==> src/rtl/traffic_mon_pkg.sv <==
// Shared lamp encodings, direction/state/fault enumerations and small helpers
// for the four-way traffic conflict monitor.
package traffic_mon_pkg;

    localparam logic [2:0] LAMP_GREEN  = 3'b001;
    localparam logic [2:0] LAMP_YELLOW = 3'b010;
    localparam logic [2:0] LAMP_RED    = 3'b100;

    typedef enum logic [1:0] {
        DIR_NORTH = 2'd0,
        DIR_SOUTH = 2'd1,
        DIR_EAST  = 2'd2,
        DIR_WEST  = 2'd3
    } dir_e;

    typedef enum logic [2:0] {
        ST_WAIT_SYNC = 3'd0,
        ST_GREEN     = 3'd1,
        ST_YELLOW    = 3'd2,
        ST_ALLRED    = 3'd3,
        ST_FAULT     = 3'd4
    } state_e;

    typedef enum logic [2:0] {
        FC_NONE           = 3'd0,
        FC_ENCODING       = 3'd1,
        FC_CONFLICT       = 3'd2,
        FC_SEQUENCE       = 3'd3,
        FC_GREEN_TIME     = 3'd4,
        FC_YELLOW_TIME    = 3'd5,
        FC_ALLRED_TIMEOUT = 3'd6
    } fault_e;

    function automatic dir_e next_dir(input dir_e d);
        return dir_e'(d + 2'd1);
    endfunction

    function automatic logic [3:0] sat_inc(input logic [3:0] v);
        return (v == 4'd15) ? 4'd15 : v + 4'd1;
    endfunction

endpackage

==> src/rtl/light_decoder.sv <==
// Classifies one direction's 3-bit lamp code into green/yellow/red or invalid.
module light_decoder
    import traffic_mon_pkg::*;
(
    input  logic [2:0] lamp,
    output logic       is_green,
    output logic       is_yellow,
    output logic       is_red,
    output logic       invalid
);

    assign is_green  = (lamp == LAMP_GREEN);
    assign is_yellow = (lamp == LAMP_YELLOW);
    assign is_red    = (lamp == LAMP_RED);
    assign invalid   = ~(is_green | is_yellow | is_red);

endmodule

==> src/rtl/traffic_conflict_monitor.sv <==
// Watches the four lamp heads of an N-S-E-W rotation, tracks phase timing and
// latches the first detected safety violation until reset.
module traffic_conflict_monitor
    import traffic_mon_pkg::*;
#(
    parameter int unsigned GREEN_MIN  = 9,
    parameter int unsigned GREEN_MAX  = 11,
    parameter int unsigned YELLOW_MIN = 3,
    parameter int unsigned YELLOW_MAX = 6,
    parameter int unsigned ALLRED_MAX = 2
)
(
    input  logic       clk,
    input  logic       reset,
    input  logic       tick,
    input  logic [2:0] north_dir,
    input  logic [2:0] south_dir,
    input  logic [2:0] east_dir,
    input  logic [2:0] west_dir,
    output logic       fault,
    output logic [2:0] fault_code,
    output logic [1:0] phase_dir,
    output logic [3:0] phase_secs,
    output logic [7:0] cycles,
    output logic       flash_red
);

    localparam logic [4:0] GREEN_MIN_L  = 5'(GREEN_MIN);
    localparam logic [4:0] GREEN_MAX_L  = 5'(GREEN_MAX);
    localparam logic [4:0] YELLOW_MIN_L = 5'(YELLOW_MIN);
    localparam logic [4:0] YELLOW_MAX_L = 5'(YELLOW_MAX);
    localparam logic [4:0] ALLRED_MAX_L = 5'(ALLRED_MAX);

    logic [2:0] lamp_s [4];
    logic [3:0] green_s;
    logic [3:0] yellow_s;
    logic [3:0] red_s;
    logic [3:0] invalid_s;

    assign lamp_s[0] = north_dir;
    assign lamp_s[1] = south_dir;
    assign lamp_s[2] = east_dir;
    assign lamp_s[3] = west_dir;

    for (genvar i = 0; i < 4; i++) begin : g_dec
        light_decoder u_dec (
            .lamp      (lamp_s[i]),
            .is_green  (green_s[i]),
            .is_yellow (yellow_s[i]),
            .is_red    (red_s[i]),
            .invalid   (invalid_s[i])
        );
    end

    state_e     state_r, state_n;
    dir_e       dir_r, dir_n;
    logic [3:0] secs_r, secs_n;
    logic [7:0] cycles_r, cycles_n;
    fault_e     code_r;
    logic       fault_r;
    logic       flash_r, flash_n;
    fault_e     phase_fault_s;
    fault_e     new_code_s;
    dir_e       green_dir_s;
    dir_e       nxt_s;

    // An invalid code is treated as non-red so it also counts towards conflicts.
    logic [3:0] nonred_s;
    logic [3:0] dir_oh_s;
    logic [3:0] nxt_oh_s;
    logic       conflict_s;
    logic       own_green_s;
    logic       own_yellow_s;
    logic       nxt_green_s;
    logic [4:0] secs_inc_s;

    assign nonred_s     = ~red_s;
    assign nxt_s        = next_dir(dir_r);
    assign dir_oh_s     = 4'b0001 << dir_r;
    assign nxt_oh_s     = 4'b0001 << nxt_s;
    assign conflict_s   = ((nonred_s & (nonred_s - 4'd1)) != 4'd0);
    assign own_green_s  = |(green_s & dir_oh_s);
    assign own_yellow_s = |(yellow_s & dir_oh_s);
    assign nxt_green_s  = |(green_s & nxt_oh_s);
    assign secs_inc_s   = {1'b0, secs_r} + 5'd1;

    // Direction of the green lamp used to lock on while waiting for sync.
    always_comb begin
        green_dir_s = DIR_NORTH;
        if (green_s[0]) begin
            green_dir_s = DIR_NORTH;
        end else if (green_s[1]) begin
            green_dir_s = DIR_SOUTH;
        end else if (green_s[2]) begin
            green_dir_s = DIR_EAST;
        end else if (green_s[3]) begin
            green_dir_s = DIR_WEST;
        end else begin
            green_dir_s = DIR_NORTH;
        end
    end

    // Phase sequencing and the per-phase timing/sequence checks.
    always_comb begin
        state_n       = state_r;
        dir_n         = dir_r;
        secs_n        = secs_r;
        cycles_n      = cycles_r;
        flash_n       = 1'b0;
        phase_fault_s = FC_NONE;
        case (state_r)
            ST_WAIT_SYNC: begin
                if (|green_s) begin
                    state_n = ST_GREEN;
                    dir_n   = green_dir_s;
                    secs_n  = 4'd0;
                end else begin
                    state_n = ST_WAIT_SYNC;
                end
            end
            ST_GREEN: begin
                if (own_green_s) begin
                    if (tick) begin
                        if (secs_inc_s > GREEN_MAX_L) begin
                            phase_fault_s = FC_GREEN_TIME;
                        end else begin
                            secs_n = sat_inc(secs_r);
                        end
                    end else begin
                        secs_n = secs_r;
                    end
                end else if (own_yellow_s) begin
                    if ({1'b0, secs_r} >= GREEN_MIN_L) begin
                        state_n = ST_YELLOW;
                        secs_n  = 4'd0;
                    end else begin
                        phase_fault_s = FC_GREEN_TIME;
                    end
                end else begin
                    phase_fault_s = FC_SEQUENCE;
                end
            end
            ST_YELLOW: begin
                if (own_yellow_s) begin
                    if (tick) begin
                        if (secs_inc_s > YELLOW_MAX_L) begin
                            phase_fault_s = FC_YELLOW_TIME;
                        end else begin
                            secs_n = sat_inc(secs_r);
                        end
                    end else begin
                        secs_n = secs_r;
                    end
                end else if (own_green_s) begin
                    phase_fault_s = FC_SEQUENCE;
                end else if ((|(nonred_s & ~dir_oh_s)) && !nxt_green_s) begin
                    phase_fault_s = FC_SEQUENCE;
                end else if ({1'b0, secs_r} < YELLOW_MIN_L) begin
                    phase_fault_s = FC_YELLOW_TIME;
                end else if (nxt_green_s) begin
                    state_n  = ST_GREEN;
                    dir_n    = nxt_s;
                    secs_n   = 4'd0;
                    cycles_n = (nxt_s == DIR_NORTH) ? cycles_r + 8'd1 : cycles_r;
                end else begin
                    state_n = ST_ALLRED;
                    secs_n  = 4'd0;
                end
            end
            ST_ALLRED: begin
                if (nonred_s == 4'd0) begin
                    if (tick) begin
                        if (secs_inc_s > ALLRED_MAX_L) begin
                            phase_fault_s = FC_ALLRED_TIMEOUT;
                        end else begin
                            secs_n = sat_inc(secs_r);
                        end
                    end else begin
                        secs_n = secs_r;
                    end
                end else if ((nonred_s == nxt_oh_s) && nxt_green_s) begin
                    state_n  = ST_GREEN;
                    dir_n    = nxt_s;
                    secs_n   = 4'd0;
                    cycles_n = (nxt_s == DIR_NORTH) ? cycles_r + 8'd1 : cycles_r;
                end else begin
                    phase_fault_s = FC_SEQUENCE;
                end
            end
            ST_FAULT: begin
                flash_n = tick ? ~flash_r : flash_r;
            end
            default: begin
                state_n = ST_WAIT_SYNC;
            end
        endcase
    end

    // Lowest fault code wins; encoding and conflict outrank every phase check.
    always_comb begin
        new_code_s = FC_NONE;
        if (state_r == ST_FAULT) begin
            new_code_s = FC_NONE;
        end else if (|invalid_s) begin
            new_code_s = FC_ENCODING;
        end else if (conflict_s) begin
            new_code_s = FC_CONFLICT;
        end else begin
            new_code_s = phase_fault_s;
        end
    end

    // State and output registers; a new fault freezes the phase bookkeeping.
    always_ff @(posedge clk or posedge reset) begin
        if (reset) begin
            state_r  <= ST_WAIT_SYNC;
            dir_r    <= DIR_NORTH;
            secs_r   <= 4'd0;
            cycles_r <= 8'd0;
            code_r   <= FC_NONE;
            fault_r  <= 1'b0;
            flash_r  <= 1'b0;
        end else if (new_code_s != FC_NONE) begin
            state_r <= ST_FAULT;
            code_r  <= new_code_s;
            fault_r <= 1'b1;
            flash_r <= 1'b0;
        end else begin
            state_r  <= state_n;
            dir_r    <= dir_n;
            secs_r   <= secs_n;
            cycles_r <= cycles_n;
            flash_r  <= flash_n;
        end
    end

    assign fault      = fault_r;
    assign fault_code = code_r;
    assign phase_dir  = dir_r;
    assign phase_secs = secs_r;
    assign cycles     = cycles_r;
    assign flash_red  = flash_r;

endmodule

==> config.mk <==
export PLATFORM = sky130hd
export DESIGN_NAME = traffic_conflict_monitor
export DESIGN_NICKNAME = d
export VERILOG_FILES = /design/src/rtl/traffic_mon_pkg.sv /design/src/rtl/light_decoder.sv /design/src/rtl/traffic_conflict_monitor.sv
export SDC_FILE = /design/constraint.sdc
export NUM_CORES = 1
export LEC_CHECK = 0
export CAP_MARGIN = 25
export CORE_MARGIN = 3
export CORE_UTILIZATION = 59
export CTS_CLUSTER_DIAMETER = 60
export DETAILED_ROUTE_END_ITERATION = 8
export PLACE_DENSITY = 0.93
export SKIP_CTS_REPAIR_TIMING = 1
export SYNTH_ARGS = -nofsm -noshare
export SYNTH_HDL_FRONTEND = slang
export SYNTH_SLANG_ARGS = --single-unit
==> constraint.sdc <==
create_clock -name clk -period 5.22 [get_ports clk]
set_input_delay 0.522 -clock clk [delete_from_list [all_inputs] [get_ports clk]]
set_output_delay 0.522 -clock clk [all_outputs]
set_load 0.02 [all_outputs]
==> results of run 1 <==
==> layout by cell type, fill, tap and decap left out, types with 8 or more instances in the layout <==
master / synthesis / layout
o211ai_1: 12 / 12
ha_1: 10 / 10
o21ai_0: 9 / 9
clkdlybuf4s50_1: 0 / 33
nand2_1: 12 / 12
nor4bb_1: 9 / 9
dfrtp_1: 22 / 22
xor2_1: 8 / 8
nor2_1: 18 / 18
a21oi_1: 9 / 9
inv_1: 10 / 10
==> power by group through the flow <==
stage	combinational, mW	sequential (mW)	clock (mW)
3_3_place_gp	0.0670	0.180	0
4_1_cts	0.0689	0.177	0.160
6_report	0.0691	0.177	0.159
5_1_grt	0.0759	0.177	0.167
3_5_place_dp	0.0687	0.181	0
2_1_floorplan	0.0288	0.186	0
==> cell usage after synthesis, types with 2 or more instances <==
cell	number
a2111oi_0	2
ha_1	10
a31oi_1	6
xor2_1	8
nor2b_1	7
a2111o_1	3
nor4_2	3
nor4bb_1	9
o22ai_1	2
nor2_1	18
and2_1	2
a22oi_1	4
a21o_1	2
a2bb2oi_1	2
o2111a_1	2
nor3_1	5
nor3b_2	2
nor3b_1	2
mux2_2	2
a21oi_1	9
a2111oi_1	2
a311oi_1	2
clkbuf_1	7
nand4_1	3
and3_1	3
a211o_1	2
nand2_1	12
dfrtp_1	22
o21ai_0	9
nand2b_1	5
xnor2_1	6
o2111ai_1	4
inv_1	10
nor4_1	6
a21boi_0	2
nand3_1	7
nor3b_4	4
a211oi_1	5
o2bb2ai_1	2
buf_2	2
o211ai_1	12
a31o_2	2
==> sequential cells by signal (all words and copies together) (netlist names) <==
name / flops
fault: 1
phase_secs: 4
flash_red: 1
phase_dir: 2
cycles: 8
state_r: 3
fault_code: 3
==> stage by stage <==
stage           util  instances
6_report       0.758        322
5_1_grt        0.758        322
4_1_cts        0.758        322
3_5_place_dp   0.738        318
3_3_place_gp   0.738        318
2_1_floorplan      -        248
==> per-layer routing <==
| layer | vias up | global-route usage |
|---|---|---|
| met1 | 1009 | 0.386 |
| li1 | 1029 | - |
| met2 | 121 | 0.431 |
| met4 | 0 | 0.116 |
| met3 | 30 | 0.0556 |
| met5 | - | 0 |
==> worst max path at each step <==
stage / start / end / cells past startpoint
finish: north_dir[0] / cycles[1]$_DFFE_PP0P_ / 7
global route: phase_dir[0]$_DFFE_PP0P_ / cycles[1]$_DFFE_PP0P_ / 7
CTS: north_dir[0] / cycles[1]$_DFFE_PP0P_ / 7
detailed placement: north_dir[0] / cycles[1]$_DFFE_PP0P_ / 7
global placement: north_dir[0] / cycles[1]$_DFFE_PP0P_ / 7
floorplan: phase_secs[0]$_DFFE_PP0P_ / cycles[1]$_DFFE_PP0P_ / 11
==> critical path, cell delays in order <==
cell             delay, ns
clkdlybuf4s50_1       0.53
nor3b_2               0.26
a2111oi_1             0.81
nand2_1               0.16
a211o_1               0.49
or4_4                 0.61
mux2_4                0.31
==> kinds of logic after synthesis <==
logic type | Yosys count
buffers and inverters | 20
DFF | 22
and+or+nand+nor | 97
AOI/OAI and AO/OA | 81
adders and majority gates | 10
xor gates and xnor gates | 14
muxes | 4
==> cell type report <==
cell class                 count  area (µm²)  area share
multi-input combinational    206        1560       0.596
sequential                    22         551       0.211
timing repair buffer          34         338       0.129
tap                           46        57.6      0.0221
clock buffer                   3        41.3      0.0158
inverter                      10        37.5      0.0144
clock inverter                 1        30.0      0.0115
==> results.py, run 1 <==
metrics = {
    "power": {
        "p_comb_frac": 0.171,
        "p_total_mw": 0.405,
        "swShare": 0.238,
        "vdd_ir_drop_max_uv": 203,
        "netSwitchingPower_mw": 0.0965,
        "leakage_nw": 1.04,
        "internal_power_mw": 0.309,
        "pwr-share-clk": 0.392,
        "seqPwrFrac": 0.437,
        "power_density_nw_per_um2": 155,
    },
    "cells_and_area": {
        "layout-drive-gt1-share": 0.0870,
        "nNetsFinal": 302,
        "area_delta_synth_final_pct": 19.1,
        "diodes": 0,
        "fin_area_um2": 2610,
        "fillCellCount": 255,
    },
    "flow_run": {
        "drv_cap": 0,
    },
    "synthesis": {
        "synth.area.top_cells": "dfrtp_1 25%, ha_1 5.7%, nor4bb_1 4.1%, o211ai_1 4.1%, nor3b_4 3.4%",
        "synth_edf_count": 0,
        "synth_seq_cells": 22,
        "synth-main-ff-cell": "dfrtp_1",
        "synth_seq_area_share": 0.251,
        "yosys.area.top_type": "dfrtp_1",
        "synth_mux_area_frac": 0.0217,
        "ys.warnings.count": 0,
        "synth.avg_cell_area_um2": 8.83,
        "synth-simple-area-share": 0.299,
        "synth_top_area_share": 0.251,
        "synth.distinct_cells": 61,
        "synthXorXnorAreaFrac": 0.0560,
        "synth_compound_area_frac": 0.276,
        "syn_inst": 248,
        "synth_top_family_by_area": "simple AND/OR/NAND/NOR gates",
        "syn-cell-area_um2": 2190,
        "synth_nets": 273,
        "yosys.area_share.adder": 0.0571,
        "ys_async_sr_fraction": 1.00,
    },
    "cts": {
        "clock-sinks": 22,
        "cts_tree": "yes",
        "clockBufferDepth": 2,
        "clk_pin_slew_worst_paths_ns": 0.08,
        "h-tree-depth": 1,
        "cts_root_buf": "clkbuf_8",
        "clk_latency_ns": 0.27,
        "cts-buffers-inserted": 3,
    },
    "worst_setup_path": {
        "r2r-start": "phase_dir[0]$_DFFE_PP0P_",
        "crit_fanout": 13,
        "reg2reg_to": "cycles[1]$_DFFE_PP0P_",
        "rr_worst_depth": 7,
        "end_kind": "flop",
        "start_kind": "primary input",
        "r2r_slack_ns": 1.74,
        "critical_path_class": "primary input to flop",
        "worstPathRequired_ns": 5.37,
        "arrival_ns": 3.70,
    },
    "timing": {
        "worst_slack_ns": 1.68,
        "post-route-period-util": 0.679,
        "timing.hold.ws_ns": 0.482,
        "finalSetupTns_ns": 0,
        "hold_viol_final": 0,
        "worstMarginPinSlew_ns": 0.842,
        "period_minus_slack_ns": 3.54,
        "clock.fmax_mhz": 282,
        "rsz0062_at_grt": "false",
        "final-max-slew-violation-count": 0,
        "final.setup_skew_ns": 0.00749,
        "slew_headroom": 0.437,
        "finalSetupViolations": 0,
    },
    "global_routing": {
        "antenna_found_initial": 0,
        "grt_pass1_vias": 2082,
        "grtUsageTotal": 0.282,
        "grt_pass1_wl_um": 9850,
        "grt_max_degree": 23,
        "grt_overflow": 0,
    },
    "routing": {
        "drtIter0Drc": 312,
        "met3_length_um": 461,
        "num_vias": 2189,
        "routedWlPerCell_um": 18.0,
        "dr_wl_met2_um": 2640,
        "drt_wl_total_um": 5800,
        "drc": 0,
        "met1_length_um": 2510,
        "drtAntennaViolNets": 0,
        "avgViaCountPerCell": 6.80,
        "firstDrtPassIters": 5,
        "topRoutingLayerUsed": "met4",
    },
    "floorplanning": {
        "fp-row-count": 21,
        "io_pins": 34,
        "die_w_um": 66.9,
        "coreArea_um2": 3440,
        "start_util": 0.636,
        "die_h_um": 66.9,
        "dieArea_um2": 4480,
    },
    "min_path": {
        "min-delay-start": "fault$_DFFE_PP0P_",
        "hold_end": "fault$_DFFE_PP0P_",
        "hp-class": "flop to flop",
        "holdPathStages": 1,
    },
    "placed_design": {
        "place_area_um2": 2540,
        "dp_hpwl_um": 4240,
        "port_buffers": 33,
        "place_congestion": 0.972,
        "preCtsSetupSlack_ns": 1.47,
    },
    "run_status": {
        "status": "finished, final reports clean",
    },
}
Note: power is estimated with default switching activity, not from simulation.
==> run 2: changes to the inputs <==
--- a/config.mk
+++ b/config.mk
@@ -7,10 +7,10 @@
 export LEC_CHECK = 0
 export CAP_MARGIN = 25
 export CORE_MARGIN = 3
-export CORE_UTILIZATION = 59
+export CORE_UTILIZATION = 55
 export CTS_CLUSTER_DIAMETER = 60
 export DETAILED_ROUTE_END_ITERATION = 8
-export PLACE_DENSITY = 0.93
+export PLACE_DENSITY = 0.88
 export SKIP_CTS_REPAIR_TIMING = 1
 export SYNTH_ARGS = -nofsm -noshare
 export SYNTH_HDL_FRONTEND = slang
==> constraint.sdc (replaced) <==
create_clock -name clk -period 3.5 [get_ports clk]
set_input_delay 0.35 -clock clk [delete_from_list [all_inputs] [get_ports clk]]
set_output_delay 0.35 -clock clk [all_outputs]
set_load 0.02 [all_outputs]
==> run 2 against run 1 <==
Net effect: sequential share of layout area decreased by 0.55 points; first-iteration DRC count is 5.4% lower; clock-buffer cell count unchanged; setup slack got worse by 1.3 ns; combinational power increased by 49%; via count is 0.50% higher; critical path depth grew 2; register-to-register slack worse by 1.3 ns; critical path type unchanged; final cell count increased by 3.4%; clock power increased by 49%; critical endpoint is now state_r[0]$_DFFE_PP0P_; die area up 6.6%; routed wire length up 1.3%.
==> results.py, run 2 (same netlist as run 1, synthesis figures left out) <==
metrics = {
    "run_status": {
        "status": "finished, final reports clean",
    },
    "flow_run": {
        "drv_cap": 0,
    },
    "cts": {
        "clock-sinks": 22,
        "clk_pin_slew_worst_paths_ns": 0.08,
        "cts_root_buf": "clkbuf_8",
        "cts-buffers-inserted": 3,
        "h-tree-depth": 1,
        "clockBufferDepth": 2,
        "cts_tree": "yes",
        "clk_latency_ns": 0.27,
    },
    "routing": {
        "firstDrtPassIters": 5,
        "drtAntennaViolNets": 0,
        "drt_wl_total_um": 5870,
        "drtIter0Drc": 295,
        "routedWlPerCell_um": 17.6,
        "num_vias": 2200,
        "avgViaCountPerCell": 6.61,
        "drc": 0,
    },
    "global_routing": {
        "grt_overflow": 0,
        "grtUsageTotal": 0.249,
        "grt_pass1_wl_um": 10100,
        "antenna_found_initial": 0,
        "grt_pass1_vias": 2092,
        "grt_max_degree": 23,
    },
    "timing": {
        "slew_headroom": 0.464,
        "finalSetupViolations": 0,
        "period_minus_slack_ns": 3.08,
        "rsz0062_at_grt": "false",
        "hold_viol_final": 0,
        "clock.fmax_mhz": 325,
        "post-route-period-util": 0.879,
        "timing.hold.ws_ns": 0.475,
        "worstMarginPinSlew_ns": 0.803,
        "final.setup_skew_ns": 0.00261,
        "worst_slack_ns": 0.422,
        "finalSetupTns_ns": 0,
        "final-max-slew-violation-count": 0,
    },
    "worst_setup_path": {
        "critPathMaxStageDelay_ns": 0.58,
        "crit_fanout": 12,
        "start_kind": "primary input",
        "slowest_stage": "clkdlybuf4s50_1",
        "rr_worst_depth": 9,
        "critical_path_class": "primary input to flop",
        "end_kind": "flop",
        "worstPathRequired_ns": 3.70,
        "crit_top_cell": "nor4_2",
        "arrival_ns": 3.27,
        "cp.depth": 9,
        "worstPathCellList": "clkdlybuf4s50_1, nor3b_4, xnor2_1, nor4_2, a21oi_1, a211o_1, buf_4, nor4_2, nor2b_1",
        "crit_family": "simple AND/OR/NAND/NOR gates",
        "path_buf_inv": 2,
    },
    "placed_design": {
        "port_buffers": 33,
        "placed_cells": 329,
        "dp_hpwl_um": 4380,
        "preCtsSetupSlack_ns": 0.203,
        "place_congestion": 0.955,
        "place_area_um2": 2610,
    },
    "cells_and_area": {
        "nNetsFinal": 311,
        "layout-drive-gt1-share": 0.116,
        "diodes": 0,
        "area_delta_synth_final_pct": 22.3,
        "largest_reg_flops": 8,
        "layout_common_cells": "33 x clkdlybuf4s50_1, 22 x dfrtp_1, 18 x nor2_1",
        "post-route-util": 0.716,
        "final_common_cell": "clkdlybuf4s50_1",
        "fin_area_um2": 2680,
        "instances_no_fill": 333,
    },
    "power": {
        "leakage_nw": 1.09,
        "pwr-share-clk": 0.392,
        "vdd_ir_drop_max_uv": 505,
        "power_density_nw_per_um2": 225,
        "netSwitchingPower_mw": 0.143,
        "p_comb_frac": 0.171,
        "swShare": 0.236,
        "seqPwrFrac": 0.437,
        "p_total_mw": 0.604,
        "internal_power_mw": 0.461,
    },
    "min_path": {
        "holdPathStages": 1,
        "hp-class": "flop to flop",
    },
    "floorplanning": {
        "start_util": 0.585,
        "io_pins": 34,
        "dieArea_um2": 4780,
        "fp-row-count": 22,
        "die_h_um": 69.1,
        "die_w_um": 69.1,
        "coreArea_um2": 3740,
    },
}
## run 2: changes by cell type in the layout (fill, tap and decap cells not counted)
cell	previous run	this run
buf_4	1	10
## run 2: worst paths after layout
| path | end | from | slack (ns) |
|---|---|---|---|
| worst max-delay path | state_r[0]$_DFFE_PP0P_ | north_dir[2] | 0.42 |
| worst min-delay path | fault$_DFFE_PP0P_ | fault$_DFFE_PP0P_ | 0.48 |
| worst max register to register | cycles[1]$_DFFE_PP0P_ | phase_dir[0]$_DFFE_PP0P_ | 0.43 |
| worst min register to register | fault$_DFFE_PP0P_ | fault$_DFFE_PP0P_ | 0.48 |
| max in group asynchronous | phase_dir[0]$_DFFE_PP0P_ | reset | 2.47 |
| min in group asynchronous | state_r[0]$_DFFE_PP0P_ | reset | 0.53 |
## run 2: worst reg2reg max path, stage by stage, from the launching register on
cell       delay (ns)
dfrtp_1          0.44
inv_1            0.15
ha_1             0.27
nor4bb_1         0.41
a2111oi_1        0.15
o21ai_2          0.12
or3b_1           0.41
and3_1           0.21
or4_4            0.50
mux2_4           0.31
## run 2: layer usage
layer  vias up  share of wire  global-route usage
met1      1038           0.46               0.353
met4         0          0.014              0.0889
met3         7          0.064              0.0277
li1       1047              -                   -
met2       108           0.46               0.390
met5         -              0                   0
## run 2: final cells by class
type / count / area (µm²)
Clock buffer: 3 / 41.3
Sequential cell: 22 / 551
Tap cell: 48 / 60.1
Multi-Input combinational cell: 206 / 1560
Clock inverter: 1 / 30.0
Fill cell: 311 / 1060
Timing Repair Buffer: 43 / 405
Inverter: 10 / 37.5
## run 2: power groups by stage
stage                     Sequential (mW)  Combinational (mW)  Clock [mW]
after global placement              0.269               0.101           0
after global routing                0.265               0.112       0.251
after floorplan                     0.277              0.0429           0
final                               0.264               0.103       0.237
after CTS                           0.264               0.103       0.241
after detailed placement            0.269               0.103           0
==> run 3: changes to the inputs <==
--- a/config.mk
+++ b/config.mk
@@ -5,6 +5,7 @@
 export SDC_FILE = /design/constraint.sdc
 export NUM_CORES = 1
 export LEC_CHECK = 0
+export ABC_AREA = 1
 export CAP_MARGIN = 25
 export CORE_MARGIN = 3
 export CORE_UTILIZATION = 55
==> run 3 against run 2 <==
Net effect: maximum frequency rose by 26%; largest power group is now combinational cells; via count rose by 3.7%; sequential power rose by 18%; critical path depth rose by 8; combinational power rose to 4.3 times the previous value; total power rose by 65%; highest routed layer unchanged; critical endpoint is now cycles[4]$_DFFE_PP0P_.
==> results.py, run 3 <==
metrics = {
    "cells_and_area": {
        "layout-drive-gt1-share": 0.168,
        "nNetsFinal": 401,
        "area_delta_synth_final_pct": 20.6,
        "layout_common_cells": "83 x nand2_1, 38 x inv_1, 34 x nor2_1",
        "diodes": 0,
        "fillCellCount": 324,
        "final_common_cell": "nand2_1",
        "fin_area_um2": 2630,
        "largest_reg_flops": 8,
    },
    "synthesis": {
        "synth_top_area_share": 0.252,
        "yosys.area_share.adder": 0.0573,
        "synth_nets": 364,
        "synth.avg_cell_area_um2": 6.44,
        "synth-simple-area-share": 0.480,
        "synth_seq_cells": 22,
        "synth_edf_count": 0,
        "synth-main-ff-cell": "dfrtp_1",
        "yosys.area.top_type": "dfrtp_1",
        "ys.warnings.count": 0,
        "synth_compound_area_frac": 0.0888,
        "synth_common_cells": "83 x nand2_1, 38 x inv_1, 34 x nor2_1",
        "synth.area.top_cells": "dfrtp_1 25%, nand2_1 14%, nand4_1 6.6%, inv_1 6.5%, nor2_1 5.8%",
        "syn-cell-area_um2": 2180,
        "synthXorXnorAreaFrac": 0.00802,
        "syn_inst": 339,
        "synth.distinct_cells": 34,
        "synth.most_common_cell": "nand2_1",
        "synth_top_family_by_area": "simple AND/OR/NAND/NOR gates",
        "ys_async_sr_fraction": 1.00,
        "synth_mux_area_frac": 0,
        "synth_seq_area_share": 0.252,
    },
    "worst_setup_path": {
        "critical_path_class": "flop to flop",
        "r2r-start": "phase_secs[0]$_DFFE_PP0P_",
        "start_kind": "flop",
        "crit_fanout": 11,
        "r2r_slack_ns": 1.05,
        "crit_start": "phase_secs[0]$_DFFE_PP0P_",
        "end_kind": "flop",
        "arrival_ns": 2.65,
        "worstPathRequired_ns": 3.70,
    },
    "placed_design": {
        "port_buffers": 33,
        "dp_hpwl_um": 4170,
        "place_area_um2": 2560,
        "place_congestion": 0.901,
        "preCtsSetupSlack_ns": 0.919,
    },
    "global_routing": {
        "grt_pass1_wl_um": 9020,
        "antenna_found_initial": 0,
        "grtUsageTotal": 0.224,
        "grt_pass1_vias": 2085,
        "grt_overflow": 0,
        "grt_max_degree": 23,
    },
    "cts": {
        "clk_pin_slew_worst_paths_ns": 0.08,
        "clockBufferDepth": 2,
        "cts-buffers-inserted": 3,
        "clk_latency_ns": 0.27,
        "cts_tree": "yes",
        "clock-sinks": 22,
        "h-tree-depth": 1,
        "cts_root_buf": "clkbuf_8",
    },
    "min_path": {
        "hp-class": "flop to flop",
        "min-delay-start": "fault$_DFFE_PP0P_",
    },
    "timing": {
        "period_minus_slack_ns": 2.45,
        "worstMarginPinSlew_ns": 0.782,
        "finalSetupViolations": 0,
        "worst_slack_ns": 1.05,
        "hold_viol_final": 0,
        "clock.fmax_mhz": 408,
        "post-route-period-util": 0.700,
        "slew_headroom": 0.478,
        "rsz0062_at_grt": "false",
        "final-max-slew-violation-count": 0,
        "timing.hold.ws_ns": 0.469,
        "final.setup_skew_ns": 0.00271,
        "finalSetupTns_ns": 0,
    },
    "floorplanning": {
        "coreArea_um2": 3740,
        "die_h_um": 69.0,
        "io_pins": 34,
        "fp-row-count": 22,
        "die_w_um": 69.0,
        "dieArea_um2": 4760,
        "start_util": 0.583,
    },
    "power": {
        "vdd_ir_drop_max_uv": 249,
        "power_density_nw_per_um2": 378,
        "p_total_mw": 0.995,
        "leakage_nw": 1.28,
    },
    "routing": {
        "drtIter0Drc": 136,
        "firstDrtPassIters": 4,
        "drtAntennaViolNets": 0,
        "routedWlPerCell_um": 12.4,
        "num_vias": 2282,
        "avgViaCountPerCell": 5.39,
        "drc": 0,
        "drt_wl_total_um": 5230,
    },
    "run_status": {
        "status": "finished, final reports clean",
    },
    "flow_run": {
        "drv_cap": 0,
    },
}
run 3: cell count changes after synthesis, moves of 11 or more:
cell,before,now
o21ai_1,0,13
o211ai_1,12,1
nand4_1,3,23
inv_2,0,21
inv_1,10,38
nor2_1,18,34
nand2_1,12,83
nand3_1,7,24
run 3: final timing paths:
kind | endpoint | cells past startpoint
setup / recovery | cycles[4]$_DFFE_PP0P_ | 17
hold / removal | fault$_DFFE_PP0P_ | 1
setup reg to reg | cycles[4]$_DFFE_PP0P_ | 17
hold reg to reg | fault$_DFFE_PP0P_ | 1
max in group asynchronous | phase_dir[0]$_DFFE_PP0P_ | 2
min in group asynchronous | phase_secs[2]$_DFFE_PP0P_ | 2
run 3: final cells by class:
cell class / count / area (µm²) / area share
clock inverter: 1 / 30.0 / 0.0114
timing repair buffer: 33 / 330 / 0.125
sequential: 22 / 551 / 0.209
multi-input combinational: 255 / 1390 / 0.526
clock buffer: 3 / 41.3 / 0.0157
inverter: 61 / 236 / 0.0898
tap: 48 / 60.1 / 0.0228
run 3: cells by family after synthesis:
kind of cell / after synthesis
AOI/OAI and AO/OA: 35
and+or+nand+nor: 208
buffers and inverters: 62
xor gates and xnor gates: 2
adders and majority gates: 10
DFF: 22
run 3: power breakdown:
group | internal [mW] | switching [mW] | total (mW) | leakage, nW
combinational | 0.157 | 0.290 | 0.447 | 0.956
sequential | 0.281 | 0.0301 | 0.311 | 0.289
clock | 0.153 | 0.0836 | 0.237 | 0.0357
run 3: metal layers:
| layer | track usage | vias to the layer above | routed length [µm] |
|---|---|---|---|
| met5 | 0 | - | 0 |
| met1 | 0.284 | 1033 | 2340 |
| li1 | - | 1172 | - |
| met3 | 0.0496 | 15 | 227 |
| met2 | 0.369 | 62 | 2530 |
| met4 | 0.0868 | 0 | 136 |
run 3: critical path, cell delays in order, from the launching register on:
cell and delay (ns):
dfrtp_1 0.50, inv_1 0.14, ha_1 0.35, nand2_1 0.10
nand3_2 0.09, a21oi_2 0.18, inv_1 0.06, nand3_1 0.06
nand2_1 0.06, nor2_1 0.08, nand2_1 0.07, nand2_2 0.08
nand2_2 0.07, clkinv_4 0.08, nand3_4 0.15, nor2_1 0.17
nor2_1 0.05, nor2_1 0.08
run 3: stage by stage:
stage / utilization / std cells
CTS: 0.704 / 423
detailed placement: 0.684 / 419
global placement: 0.684 / 419
global route: 0.704 / 423
floorplan: - / 339
finish: 0.704 / 423
